## config.mk

```make
export PLATFORM = sky130hd
export DESIGN_NAME = mem_access_stage
export DESIGN_NICKNAME = d
export VERILOG_FILES = /design/src/rtl/mem_access_stage.sv
export SDC_FILE = /design/constraint.sdc
export NUM_CORES = 1
export LEC_CHECK = 0
export BUFFER_PORTS_ARGS = -buffer_cell sky130_fd_sc_hd__buf_2
export CAP_MARGIN = 40
export CORE_MARGIN = 5
export CORE_UTILIZATION = 48
export DETAILED_ROUTE_END_ITERATION = 12
export GPL_TIMING_DRIVEN = 0
export HOLD_SLACK_MARGIN = 0.02
export PLACE_DENSITY = 0.82
export SLEW_MARGIN = 25
export SYNTH_ARGS = -nofsm -noshare
export SYNTH_HDL_FRONTEND = slang
export SYNTH_SLANG_ARGS = --single-unit
```

## constraint.sdc

```tcl
create_clock -name clk -period 2.61 [get_ports clk]
set_input_delay 0.261 -clock clk [delete_from_list [all_inputs] [get_ports clk]]
set_output_delay 0.261 -clock clk [all_outputs]
set_load 0.01 [all_outputs]
```

## src/rtl/mem_access_stage.sv

```systemverilog
// Memory stage between EX/MEM and MEM/WB: issues load/store over a req/ack port and stalls upstream while an access is pending.
// Optional access timeout is built when MEM_TIMEOUT_EN is defined; the default build waits for memAck indefinitely.
module mem_access_stage #(
  parameter logic [31:0] RESET_VALUE    = 32'h0,
  parameter int unsigned TIMEOUT_CYCLES = 16
) (
  input  logic        clk,
  input  logic        reset,
  input  logic        inRegWrEn,
  input  logic [1:0]  inMulSel,
  input  logic [31:0] inAluOut,
  input  logic [31:0] inData2Out,
  input  logic [31:0] inPC,
  input  logic [3:0]  inInstType,
  input  logic        inBrTaken,
  input  logic        inIsLoad,
  input  logic        inIsStore,
  output logic        memReq,
  output logic        memWe,
  output logic [31:0] memAddr,
  output logic [31:0] memWrData,
  input  logic        memAck,
  input  logic [31:0] memRdData,
  output logic        memStall,
  output logic        memErr,
  output logic        outRegWrEn,
  output logic [1:0]  outMulSel,
  output logic [31:0] outWbData,
  output logic [31:0] outPC,
  output logic [3:0]  outInstType,
  output logic        outBrTaken,
  output logic        dbg_state
);

  typedef enum logic {IDLE = 1'b0, ACCESS = 1'b1} state_t;

  state_t      state, state_next;
  logic        acc;
  logic        start;
  logic        timeout;
  logic        load_wb;
  logic        load_bubble;
  logic [31:0] wb_data;

`ifdef MEM_TIMEOUT_EN
  localparam int unsigned CW = $clog2(TIMEOUT_CYCLES + 1);
  logic [CW-1:0] wait_cnt;

  // Counts ACCESS cycles that ended without an ack.
  always_ff @(posedge clk) begin
    if (reset || start) begin
      wait_cnt <= '0;
    end else if (state == ACCESS && !memAck) begin
      wait_cnt <= wait_cnt + 1'b1;
    end
  end
`endif

  // Handshake: upstream holds EX/MEM while memStall is high; memReq stays high with
  // address/data/we stable until the single-cycle memAck (or a timeout) closes the access.
  always_comb begin
    acc         = inIsLoad | inIsStore;
    state_next  = state;
    start       = 1'b0;
    load_wb     = 1'b0;
    load_bubble = 1'b0;
`ifdef MEM_TIMEOUT_EN
    timeout = (state == ACCESS) && !memAck && (wait_cnt == CW'(TIMEOUT_CYCLES - 1));
`else
    timeout = 1'b0;
`endif
    case (state)
      IDLE: begin
        if (acc) begin
          start       = 1'b1;
          load_bubble = 1'b1;
          state_next  = ACCESS;
        end else begin
          load_wb = 1'b1;
        end
      end
      ACCESS: begin
        if (memAck) begin
          load_wb    = 1'b1;
          state_next = IDLE;
        end else begin
          load_bubble = 1'b1;
          if (timeout) state_next = IDLE;
        end
      end
      default: state_next = IDLE;
    endcase
    memStall = ((state == IDLE) && acc) || ((state == ACCESS) && !memAck && !timeout);
    // Stores (including load+store) write back the address, loads the returned word.
    wb_data  = ((state == ACCESS) && !memWe) ? memRdData : inAluOut;
  end

  assign dbg_state = (state == ACCESS);

  always_ff @(posedge clk) begin
    if (reset) begin
      state       <= IDLE;
      memReq      <= 1'b0;
      memWe       <= 1'b0;
      memErr      <= 1'b0;
      memAddr     <= RESET_VALUE;
      memWrData   <= RESET_VALUE;
      outRegWrEn  <= RESET_VALUE[0];
      outMulSel   <= RESET_VALUE[1:0];
      outWbData   <= RESET_VALUE;
      outPC       <= RESET_VALUE;
      outInstType <= RESET_VALUE[3:0];
      outBrTaken  <= RESET_VALUE[0];
    end else begin
      state  <= state_next;
      memErr <= timeout;
      if (start) begin
        memReq    <= 1'b1;
        memWe     <= inIsStore;
        memAddr   <= {inAluOut[31:2], 2'b00};
        memWrData <= inData2Out;
      end else if (state == ACCESS && state_next == IDLE) begin
        memReq <= 1'b0;
      end
      if (load_wb) begin
        outRegWrEn  <= inRegWrEn;
        outMulSel   <= inMulSel;
        outWbData   <= wb_data;
        outPC       <= inPC;
        outInstType <= inInstType;
        outBrTaken  <= inBrTaken;
      end else if (load_bubble) begin
        outRegWrEn  <= 1'b0;
        outInstType <= 4'h0;
        outBrTaken  <= 1'b0;
      end
    end
  end

endmodule
```

==> results by group <==
Clocking
  – Clock Root Buffer: clkbuf_8
  – H-Tree Level Count: 4
  – Post-CTS sizing: 0
  – Max clock buf depth: 2
  – CTS tree: yes
  – CTS buffer count: 17
  – Clock sinks: 137
  – Clk_lat worst skew: 0.51 ns
  – Worst-path clk slew: 0.06 ns

Cells and area
  – Final core occ: 78.46%
  – Fill count: around 690
  – Multi-input gate area: 2155 sq um
  – Nets: 1,141
  – FF/Latch Area: roughly 2700 sq um
  – Final std cells w/o fill: 1,154
  – Area growth, synth to finish: 61.16%
  – Share of cells above drive strength 1: 33.66%

GRT
  – Total global routing overflow: 0
  – Initial antenna violation count: 1
  – Largest net degree at the start of global routing: 17
  – Vias in the first global route: about 6,200
  – First-pass GRT wire length: 31.71 mm
  – Overall Global Routing Usage: 30.62%

Drt
  – DRT Pass-1 Iters: 5
  – Post-Route WL: 20.62 mm
  – DR WL met2: approximately 10 mm
  – Met1 Routed Length: 7.760 mm
  – Met3 WL: 1.843 mm
  – 1st-iter DRT viols: 470
  – Via density: 5.312
  – DR top layer: met5
  – Wirelength per Cell: 17.87 um
  – Via count: 6,130
  – Detail Route Antenna Nets: 0
  – DRC Markers: 0

Placement
  – GP Congestion: 0.8182
  – DP Worst Slack: 0.7891 ns
  – DP Wirelength: 13.44 mm
  – PortBufs: 277
  – DP Cell Count: 1,022

Synthesis
  – Synth Flop Type: dfxtp_1
  – Count leader, synth: dfxtp_1
  – Yosys top cell area share: 52.43%
  – Biggest area consumer among synthesized cells: dfxtp_1
  – Unique cell type count in the Yosys netlist: 22
  – Async S/R FF share, synth: 0%
  – Synth top area cells: dfxtp_1 (52%), a21oi_1 (9.3%), nand2_1 (9.0%), mux2i_1 (6.3%), a221oi_1 (5.4%)
  – Yosys warning total: 0
  – Avg Cell Area, Syn: 8.690 sq um
  – Synth Instances: 602
  – Post-Syn Area: approximately 5200 sq um
  – Register area share after synthesis: 52.43%
  – Synth Register Bits: 137
  – Top cells by count, synth: dfxtp_1 (137), nand2_1 (125), a21oi_1 (97), nor2_1 (35)
  – Post-synth EDFFs: 0

Outcome
  – Status: completed

Floorplan
  – Die area: 13,090 sq um
  – Starting Density: 48.68%
  – I/O Pins: 282
  – Horiz. Die Dim: ~110 um
  – Row count: 38
  – Core area: 10,750 sq um
  – Die Y: between 100 and 150 um

Setup path
  – Arrival time worst endpoint: between 2 and 2.5 ns
  – Crit. Startpoint: dbg_state$_SDFF_PP0_
  – Slowest stage cell on the critical path: dfxtp_1
  – Worst Path Buf+Inv: 3
  – Max incr delay on CP: 0.47 ns
  – Maximum fanout along the worst path: 10
  – Crit path required time: roughly 2.4 ns
  – Crit Path Class: register to primary output
  – Worst-path cell chain: nand2_1 > nand2_2 > buf_4 > inv_1 > buf_2
  – Crit. End Element: primary output
  – Crit path launch type: register
  – Cell family with most CP delay: simple AND/OR/NAND/NOR gates
  – FF-to-FF Start: dbg_state$_SDFF_PP0_

Power
  – P_sw: 1546 uW
  – Sw Ratio: between 20% and 30%
  – Internal: 4397 uW
  – P per Cell Area: a little over 700 nW/um^2
  – Maximum VDD drop: 0.0003571 V
  – Share of total power in the clock network: 43.3%
  – Comb power frac: about 18%
  – Seq pwr share: 39.3%
  – Leakage power: about 0.004 uW

Timing
  – Final period util: between 80 and 90%
  – Slew margin rel.: just over 60%
  – Final TNS setup: 0 ns
  – Skew final: 0.008560 ns
  – Final Max Tran Viols: 0
  – Period minus WS final: 2.312 ns
  – Worst-Margin Slew: around 0.59 ns
  – Achievable Freq: 432.5 MHz
  – Final hold vios: 0
  – Unrepaired setup endpoints after global routing: false
  – Final WS setup: roughly 0.3 ns
  – Final Setup Violations: 0

Run
  – Max_cap viols: 0

Hold path
  – Hold Crit Start: inAluOut[4]
  – Worst hold path class: primary input to register
[layout by cell type (no fill, tap or decap), types with 33 or more instances in the layout]
master / count
mux2i_1: 33
nand2_1: 125
dfxtp_1: 137
nor2_1: 35
nand3_1: 34
dlygate4sd3_1: 99
buf_2: 290
a21oi_1: 97
o21ai_0: 34
[power by group through the flow]
stage / logic, uW / registers (uW) / clock network (uW)
2_1_floorplan: 408 / 2450 / 0
3_3_place_gp: 878 / 2370 / 0
3_5_place_dp: 890 / 2370 / 0
4_1_cts: 1010 / 2330 / 2590
5_1_grt: 1120 / 2350 / 2690
6_report: 1040 / 2330 / 2570
[worst reg2reg max path, stage by stage (launching register included)]
cell	delay, ns
dfxtp_1	0.38
nor3_1	0.47
buf_2	0.25
clkbuf_1	0.32
o21ai_0	0.17
a21oi_1	0.20
[registers in the layout (all words and copies together), names as in the netlist]
signal and flops:
memWrData 32, outPC 32, outWbData 32, memAddr 30, outInstType 4, outMulSel 2, dbg_state 1, memReq 1
memWe 1, outBrTaken 1, outRegWrEn 1
[metrics by stage]
step | instance area, sq um | hold slack (ns) | power [uW]
5_1_grt | 8428 | 0.05017 | 6164
6_report | 8431 | 0.04980 | 5943
3_3_place_gp | 6800 | 0.4393 | 3246
3_5_place_dp | 6805 | 0.4439 | 3263
4_1_cts | 8428 | 0.02324 | 5929
2_1_floorplan | 5239 | 0.3827 | 2854
[layer usage]
metal  vias up  global-route usage, %
li1       2875                      -
met1      2862                  34.17
met2       332                  53.71
met3        59                  9.778
met4         2                  12.43
met5         -                      0
[final timing paths]
check	cells past startpoint	to	slack (ns)
setup / recovery	5	memStall	0.30
hold / removal	3	memAddr[4]$_SDFFE_PP0P_	0.05
setup reg to reg	5	outPC[11]$_SDFFE_PP0P_	0.75
hold reg to reg	2	memWrData[0]$_SDFFE_PP0P_	0.45
[logic make-up after synthesis]
group           count (synthesis)  share of synthesized area, %
compound gates                166                         18.61
buf+inv                        60                         6.530
flops                         137                         52.43
mux                            33                         6.314
other cells                     1                       0.07168
simple gates                  205                         16.05
[timing repair]
action                    in CTS  in global routing
buffers inserted               0                  0
hold buffers                  99                  0
hold endpoints to repair      99                  0
[area by class of cell]
type,instances,share of cell area [%]
antenna,1,0.02968
timing repair buffer,377,28.26
inverter,1,0.04452
clock inverter,12,2.330
multi-input combinational,407,25.56
buffer,59,4.007
clock buffer,20,5.165
tap,140,2.078
sequential,137,32.53
Note: power is estimated with default switching activity, not from simulation.
